### config.mk
export PLATFORM = sky130hd
export DESIGN_NAME = pe_writeback
export DESIGN_NICKNAME = d
export VERILOG_FILES = /design/src/rtl/pe_wb_pkg.sv /design/src/rtl/wb_fifo.sv /design/src/rtl/pe_writeback.sv
export SDC_FILE = /design/constraint.sdc
export NUM_CORES = 2
export LEC_CHECK = 0
export CAP_MARGIN = 20
export CORE_MARGIN = 3
export CORE_UTILIZATION = 55
export CTS_BUF_LIST = sky130_fd_sc_hd__clkbuf_4
export DETAILED_ROUTE_END_ITERATION = 7
export PLACE_DENSITY_LB_ADDON = 0.12
export SYNTH_ARGS = -nofsm -noshare
export SYNTH_HDL_FRONTEND = slang
export SYNTH_SLANG_ARGS = --single-unit
### constraint.sdc
create_clock -name clk -period 92 [get_ports clk]
set_input_delay 23 -clock clk [delete_from_list [all_inputs] [get_ports clk]]
set_output_delay 23 -clock clk [all_outputs]
set_load 0.02 [all_outputs]
### src/rtl/pe_wb_pkg.sv
// Shared types for the PE-array writeback stage: FSM encoding, lane word type,
// and the plane-size helper.
package pe_wb_pkg;

  localparam int WID_PE_BITS = 16;

  typedef enum logic [1:0] {
    IDLE   = 2'd0,
    RUN    = 2'd1,
    DRAIN  = 2'd2,
    FINISH = 2'd3
  } wb_state_t;

  typedef logic signed [WID_PE_BITS-1:0] pe_word_t;

  // The product is taken at 32 bits so that a full 16x16 plane cannot overflow.
  function automatic logic [31:0] plane_total(input logic [15:0] row_len,
                                              input logic [15:0] rows);
    return 32'(row_len) * 32'(rows);
  endfunction

endpackage

### src/rtl/wb_fifo.sv
// Generic first-word-fall-through synchronous FIFO. The head word is always
// visible on o_dout. A push while full is accepted only when a pop happens in the same cycle.
module wb_fifo #(
  parameter int WIDTH = 512,
  parameter int DEPTH = 4
) (
  input  logic             clk,
  input  logic             rst,
  input  logic             i_push,
  input  logic             i_pop,
  input  logic [WIDTH-1:0] i_din,
  output logic [WIDTH-1:0] o_dout,
  output logic             o_full,
  output logic             o_empty
);

  localparam int AW = $clog2(DEPTH);

  logic [WIDTH-1:0] r_mem [DEPTH];
  logic [AW:0]      r_wptr;
  logic [AW:0]      r_rptr;
  logic             w_do_push;
  logic             w_do_pop;

  assign o_empty   = (r_wptr == r_rptr);
  assign o_full    = (r_wptr[AW] != r_rptr[AW]) && (r_wptr[AW-1:0] == r_rptr[AW-1:0]);
  assign o_dout    = r_mem[r_rptr[AW-1:0]];
  assign w_do_pop  = i_pop && !o_empty;
  assign w_do_push = i_push && (!o_full || w_do_pop);

  // Storage and wrap-bit pointers; storage is cleared so the head reads zero out of reset.
  always_ff @(posedge clk or posedge rst) begin
    if (rst) begin
      r_wptr <= '0;
      r_rptr <= '0;
      for (int i = 0; i < DEPTH; i++) begin
        r_mem[i] <= '0;
      end
    end else begin
      if (w_do_push) begin
        r_mem[r_wptr[AW-1:0]] <= i_din;
        r_wptr                <= r_wptr + (AW+1)'(1);
      end
      if (w_do_pop) begin
        r_rptr <= r_rptr + (AW+1)'(1);
      end
    end
  end

endmodule

### src/rtl/pe_writeback.sv
// Writeback stage of the PE array. It collects the per-PE results into an FWFT skid FIFO
// and writes one N_PE-wide word per output pixel to linearly increasing addresses.
module pe_writeback
  import pe_wb_pkg::*;
#(
  parameter int N_PE   = 32,
  parameter int WID    = 16,
  parameter int ADDR_W = 16,
  parameter int DEPTH  = 4
) (
  input  logic              clk,
  input  logic              rst,
  input  logic              i_start,
  input  logic [ADDR_W-1:0] i_base_addr,
  input  logic [15:0]       i_out_row_length,
  input  logic [15:0]       i_out_rows,
  input  logic              i_in_valid,
  input  logic [WID-1:0]    i_in_data [N_PE],
  output logic              o_wr_en,
  output logic [ADDR_W-1:0] o_wr_addr,
  output logic [WID-1:0]    o_wr_data [N_PE],
  input  logic              i_wr_ready,
  output logic              o_busy,
  output logic              o_done,
  output logic              o_overflow
);

  localparam int DW = N_PE * WID;

  wb_state_t         r_state;
  logic [15:0]       r_row_len;
  logic [15:0]       r_col;
  logic [15:0]       r_row;
  logic [31:0]       r_total;
  logic [31:0]       r_pushed;
  logic [31:0]       r_accepted;
  logic [31:0]       r_wc;
  logic [ADDR_W-1:0] r_wr_addr;
  logic              r_busy;
  logic              r_done;
  logic              r_overflow;

  logic [DW-1:0]     w_din;
  logic [DW-1:0]     w_dout;
  logic              w_full;
  logic              w_empty;
  logic              w_push;
  logic              w_pop;
  logic              w_fifo_push;
  logic              w_drop;
  logic [31:0]       w_pushed_next;
  logic [31:0]       w_wc_next;

  assign o_wr_en       = !w_empty;
  assign o_wr_addr     = r_wr_addr;
  assign o_busy        = r_busy;
  assign o_done        = r_done;
  assign o_overflow    = r_overflow;

  assign w_push        = i_in_valid && (r_state == RUN) && (r_pushed < r_total);
  assign w_pop         = o_wr_en && i_wr_ready;
  assign w_fifo_push   = w_push && (!w_full || w_pop);
  assign w_drop        = w_push && w_full && !w_pop;
  assign w_pushed_next = r_pushed + 32'(w_push);
  assign w_wc_next     = r_wc + 32'(w_pop);

  // Lane packing into and out of the FIFO word.
  always_comb begin
    w_din = '0;
    for (int i = 0; i < N_PE; i++) begin
      w_din[i*WID +: WID] = i_in_data[i];
      o_wr_data[i]        = w_dout[i*WID +: WID];
    end
  end

  wb_fifo #(
    .WIDTH (DW),
    .DEPTH (DEPTH)
  ) u_fifo (
    .clk     (clk),
    .rst     (rst),
    .i_push  (w_fifo_push),
    .i_pop   (w_pop),
    .i_din   (w_din),
    .o_dout  (w_dout),
    .o_full  (w_full),
    .o_empty (w_empty)
  );

  // Plane sequencing, counters and status outputs.
  always_ff @(posedge clk or posedge rst) begin
    if (rst) begin
      r_state    <= IDLE;
      r_row_len  <= 16'd0;
      r_col      <= 16'd0;
      r_row      <= 16'd0;
      r_total    <= 32'd0;
      r_pushed   <= 32'd0;
      r_accepted <= 32'd0;
      r_wc       <= 32'd0;
      r_wr_addr  <= '0;
      r_busy     <= 1'b0;
      r_done     <= 1'b0;
      r_overflow <= 1'b0;
    end else begin
      r_done <= 1'b0;
      if (w_drop) begin
        r_overflow <= 1'b1;
      end
      if (w_push) begin
        r_pushed <= w_pushed_next;
      end
      if (w_fifo_push) begin
        r_accepted <= r_accepted + 32'd1;
      end
      // The row and column counters are kept only as a debug position.
      if (w_pop) begin
        r_wc      <= w_wc_next;
        r_wr_addr <= r_wr_addr + ADDR_W'(1);
        if (r_col == r_row_len - 16'd1) begin
          r_col <= 16'd0;
          r_row <= r_row + 16'd1;
        end else begin
          r_col <= r_col + 16'd1;
        end
      end
      case (r_state)
        IDLE: begin
          if (i_start) begin
            r_row_len  <= i_out_row_length;
            r_total    <= plane_total(i_out_row_length, i_out_rows);
            r_pushed   <= 32'd0;
            r_accepted <= 32'd0;
            r_wc       <= 32'd0;
            r_col      <= 16'd0;
            r_row      <= 16'd0;
            r_wr_addr  <= i_base_addr;
            r_overflow <= 1'b0;
            if ((i_out_row_length == 16'd0) || (i_out_rows == 16'd0)) begin
              r_state <= FINISH;
              r_done  <= 1'b1;
            end else begin
              r_state <= RUN;
              r_busy  <= 1'b1;
            end
          end
        end
        RUN: begin
          if (w_pushed_next == r_total) begin
            r_state <= DRAIN;
          end
        end
        DRAIN: begin
          // Finish in the same cycle as the last accepted write, not one cycle later.
          if (w_wc_next == r_accepted) begin
            r_state <= FINISH;
            r_busy  <= 1'b0;
            r_done  <= 1'b1;
          end
        end
        FINISH: begin
          r_state <= IDLE;
        end
        default: begin
          r_state <= IDLE;
        end
      endcase
    end
  end

endmodule

# Word-level counts from Yosys, hierarchy flattened
# Index checks and enable logic that the tools add are counted.
# word_totals
register_bits	2203
inputBits	565
out_inout_bits	532
elab_cells	97
# op_classes
addsub	6
multipliers	1
magnitude_cmp	4
n_eq_ne	12
muxes	34
bitwise	2
reduce_logical	23
# op_table
cell	count
bitwise mux 2048 bit	1
two-way mux 512 bit	3
binary-select mux 512 bit (select 2 bit)	1
demux 512 bit (select 2 bit)	1
two-way mux 32 bit	9
adder 32 x 1 -> 32 bit	2
equality test 32 bit	2
two-way mux 16 bit	3
adder 32 x 1 -> 32 bit (second input constant)	1
logical NOT 16 bit	2
< comparator 32 bit	1
multiplier 16 x 16 -> 32 bit	1
adder 16 x 1 -> 16 bit (second input constant)	1
logical AND 1 bit	10
two-way mux 1 bit	9
two-way mux 2 bit	4
one-hot mux 2 bit (4 select lines)	1
adder 3 x 1 -> 3 bit (second input constant)	2
>= comparator 3 bit (second input constant)	2
inequality test 2 bit (second input constant)	3
inverter 2 -> 3 bit	2
equality test 2 bit (second input constant)	2
one-hot mux 1 bit (2 select lines)	2
AND reduction 4 bit	1
other kinds (12)	16

# Depth between registers and ports, before layout
# logic_depth
depth_word	8
depth_mapped	26
depth_no_buf	23

# Cells and area by module
# A second synthesis with hierarchy kept.
# unflattened
hier_cells	7084
area_unflattened_um2	106104.3
# modules_own_cells
module	n_inst	cells_each	area_per_inst_um2	seq_area_each_um2
wb_fifo	1	4986	87924.3	51399.3
pe_writeback	1	2098	18179.9	3728.6

# Least setup slack after synthesis
# OpenSTA, ideal clock, no wires.
# synth_timing
kind	input to register
from	in i_out_rows[8]
to	reg r_total[30]
setup_ns	0.069
t_arrival_ns	28.824
required_ns	91.931
setup_slack_ns	63.107
stages	25
n_path_buf	3
cell_sequence	clkbuf_1 clkbuf_1 nand2_1 fa_1 inv_1 fa_1 inv_1 fa_1 inv_1 fa_1 fa_1 inv_1 fa_1 inv_1 ha_1 clkbuf_1 nand2_1 nor2_1 nand2_1 o221ai_1 o41a_1 a2111o_1 o21ai_0 or4b_2 nand3_1
# synth_via
elab_chain_len	1
# synth_lines
item	line	rtl
start, declared	pe_writeback.sv:16	input logic [15:0] i_out_rows,
multiplier 16 x 16 -> 32 bit	pe_wb_pkg.sv:19	return 32'(row_len) * 32'(rows);
end signal, assigned	pe_writeback.sv:131	r_total <= plane_total(i_out_row_length, i_out_rows);
end, declared	pe_writeback.sv:34	logic [31:0] r_total;
# No other way between the ends.
# A chain may end at the register's enable or synchronous reset.

==> results.toml <==
[grt]
antenna_found_initial = 115
grt_max_degree = 182
grt.total_usage_pct = 27.68
overflow = 0
first_global_vias = 71300
grt_pass1_wl_mm = 425.5

[timing]
setup_viol = 0
setup_tns_ns = 0
period_minus_slack_ns = 29.75
min_period_over_period_pct = 32.33
max-slew-margin-rel_pct = 26.52
hold_viol = 0
slew_violations = 0
rsz0062_at_grt = "false"
max_slew.worst_pin.slew_ns = 1.102
max_freq_ghz = 0.03362
finClkSkew_ns = 0.1137

[clock_tree]
cts_inserted_buffers = 607
clkTransAtPathRegs_ns = 0.06
tritoncts = "yes"
cts_max_level = 6
cts_resized = 0
cts_root_buf = "clkbuf_4"
cts_max_path_buffers = 4
cts_hold_buf = 0
cts_setup_buffers = 0
cts_sinks = 2203
clkLatencyLatePin_ns = 1.34

[routing]
vias = 65870
viasPerCell = 5.759
drt_pass1_iterations = 7
drt_wl_total_mm = 274.6
route.detailed.drc = 0
ant_nets = 0
wire_per_inst_um = 24.00
drt_iter0_drc = 3430

[logic_synthesis]
ys_async_sr_fraction_pct = 100.0
netlist-cell-type-count = 92
synth.area.mux_share_pct = 32.44
syn_avg_cell_area_um2 = 15.03
yosys.area_share.simple_pct = 3.959
synthFlopType = "dfrtp_1"
syn_nets = 8012
ys_warn_count = 0
synthesis.area_um2 = 106800
synth_cells = 7104
synth_compound_gate_area_share_pct = 1.654
ys_seq_area_share_pct = 51.62
synth_xor_area_share_pct = 1.525
synth_edf_count = 0
ys_ff_latch = 2203
synth_fa_ha_area_share_pct = 5.382
synth_top_family_by_area = "multiplexers"

[placed_design]
hpwl_mm = 185.4
dp_cells = 10360
portBuffers = 1096
routabilityCongestion = 0.8353

[final_layout]
final_core_util_pct = 65.78
area_growth_pct = 18.74
n_fill_cell = 14260
drive_gt1_share_pct = 34.68
layout.nets = 9352
stdcell_count = 11440

[floorplan]
die_w_um = 446.7
rows = 161
ios = 1097
die_h_um = 446.7
coreArea_um2 = 192800
initial_utilization_pct = 55.40
dieArea_um2 = 199500

[setup_path]
rr_worst_depth = 13
critPathKind = "reg2out"
rrSetupSlack_ns = 84.88
crit_path_end_kind = "output pin"
r2r_end = "u_fifo.r_mem[1572]$_DFFE_PP0P_"
worstPathMaxFanout = 92
crit_required_ns = 69.00
arrival_ns = 6.75
r2r-start = "u_fifo.r_rptr[1]$_DFFE_PP0P_"
crit_path_start_kind = "flop"

[pwr]
peakVddDrop_v = 0.00003832
power.density_nw_per_um2 = 41.44
pwr-share-seq_pct = 32.2
switching_share_pct = 37.01
p_leak_nw = 53.77
switching_power_w = 0.001945
combPwrFrac_pct = 51.3
p_int_w = 0.003310
p_clk_share_pct = 16.5

[min_path]
hold_class = "reg2reg"
worstHoldPathCells = 1
hold_start = "u_fifo.r_mem[261]$_DFFE_PP0P_"
holdPathEnd = "u_fifo.r_mem[261]$_DFFE_PP0P_"

[outcome]
status = "complete, no violations"

[job]
max_cap_viol_count = 0
[metal layers]
layer | up-vias | share of wire [%] | GRT usage, % | routed length (µm)
met5 | - | 0.12 | 0 | 336
met2 | 1826 | 48 | 43.82 | 132700
met1 | 34570 | 39 | 33.95 | 107800
met3 | 598 | 7.6 | 9.440 | 20880
met4 | 48 | 4.7 | 13.96 | 12870
li1 | 28830 | - | - | -
[final cells by class]
| class | count | area [µm²] | area share (%) |
|---|---|---|---|
| Timing Repair Buffer | 1178 | 11850 | 9.343 |
| Sequential cell | 2203 | 55140 | 43.48 |
| Clock buffer | 900 | 6756 | 5.328 |
| Antenna cell | 78 | 195.2 | 0.1539 |
| Inverter | 280 | 1059 | 0.8347 |
| Multi-Input combinational cell | 4174 | 48030 | 37.88 |
| Clock inverter | 100 | 626.9 | 0.4943 |
| Tap cell | 2526 | 3161 | 2.492 |
[cells by family (layout without fill, tap and decap cells)]
group                      Yosys count  in the layout
and+or+nand+nor                    808            808
buffers and inverters              727           2458
adders and majority gates          343            343
other                                0             78
xor gates and xnor gates           186            186
muxes                             2565           2565
AOI/OAI and AO/OA                  272            272
DFF                               2203           2203
[worst max-delay path, stage by stage (launching register included)]
cell	delay, ns
dfrtp_4	1.07
buf_4	0.64
buf_4	0.64
buf_12	0.62
buf_4	0.79
mux4_2	0.59
clkdlybuf4s50_1	0.75
[state kept, by name, summed over array words and instances (netlist names)]
signal	cells
r_wc	32
r_pushed	32
u_fifo.r_wptr	3
o_wr_addr	16
u_fifo.r_mem	2048
o_busy	1
o_done	1
r_total	32
r_state	2
r_accepted	32
u_fifo.r_rptr	3
o_overflow	1
[power groups by stage]
stage                     combinational [W]  clock (W)  sequential [W]
after detailed placement            0.00271          0         0.00171
after CTS                           0.00273   0.000896         0.00169
final                               0.00270   0.000865         0.00169
after global routing                0.00289   0.000952         0.00175
after floorplan                     0.00183          0         0.00165
after global placement              0.00267          0         0.00167
[placed cells by master, fill, tap and decap left out, types with 118 or more instances in the layout]
master	Yosys	final
nand2_1	269	268
clkbuf_4	0	900
mux4_2	512	512
dfrtp_1	2203	2201
xnor2_1	118	118
fa_1	194	194
ha_1	149	149
mux2_2	1487	1487
mux2_1	562	562
inv_1	280	279
and2_1	133	128
clkdlybuf4s50_1	0	1096
[worst max path at each step]
stage                                       startpoint  slack [ns]  depth (start not counted)                 endpoint
after floorplan                                    rst        6.76                          1       o_busy$_DFFE_PP0P_
after global placement             i_out_row_length[6]       62.18                         23  r_total[30]$_DFFE_PP0P_
after detailed placement           i_out_row_length[9]       62.09                         22  r_total[30]$_DFFE_PP0P_
after CTS                 u_fifo.r_rptr[0]$_DFFE_PP0P_       61.84                          6            o_wr_data[66]
after global routing      u_fifo.r_rptr[0]$_DFFE_PP0P_       61.62                          6            o_wr_data[66]
final                     u_fifo.r_rptr[0]$_DFFE_PP0P_       62.25                          6            o_wr_data[66]
[stage by stage]
step	cell area, µm²	hold slack (ns)	setup slack (ns)	power, W
after floorplan	106800	0.4524	6.756	0.003477
after global placement	119100	0.4612	62.18	0.004344
after detailed placement	119100	0.4687	62.09	0.004420
after CTS	126500	0.4805	61.84	0.005313
after global routing	126800	0.4914	61.62	0.005593
final	126800	0.4794	62.25	0.005255
[synthesized netlist by cell type, types with 19 or more instances]
library cell / instances / share of area, %
mux2_1: 562 / 5.9
xnor2_1: 118 / 0.97
clkbuf_1: 136 / 0.48
buf_1: 57 / 0.20
buf_6: 19 / 0.20
nand4_1: 47 / 0.28
and2_1: 133 / 0.78
buf_2: 37 / 0.17
fa_1: 194 / 3.6
nor3_1: 44 / 0.21
a21o_1: 21 / 0.15
xor2_1: 68 / 0.56
mux4_2: 512 / 11
nor2_1: 101 / 0.35
a21oi_1: 68 / 0.32
buf_4: 196 / 1.4
nand3_1: 60 / 0.28
ha_1: 149 / 1.7
nor4_1: 21 / 0.12
dfrtp_1: 2203 / 52
mux2_2: 1487 / 16
and3_1: 28 / 0.16
nand2_1: 269 / 0.95
o21ai_0: 82 / 0.38
inv_1: 280 / 0.98
(Power assumes the default switching activity.)
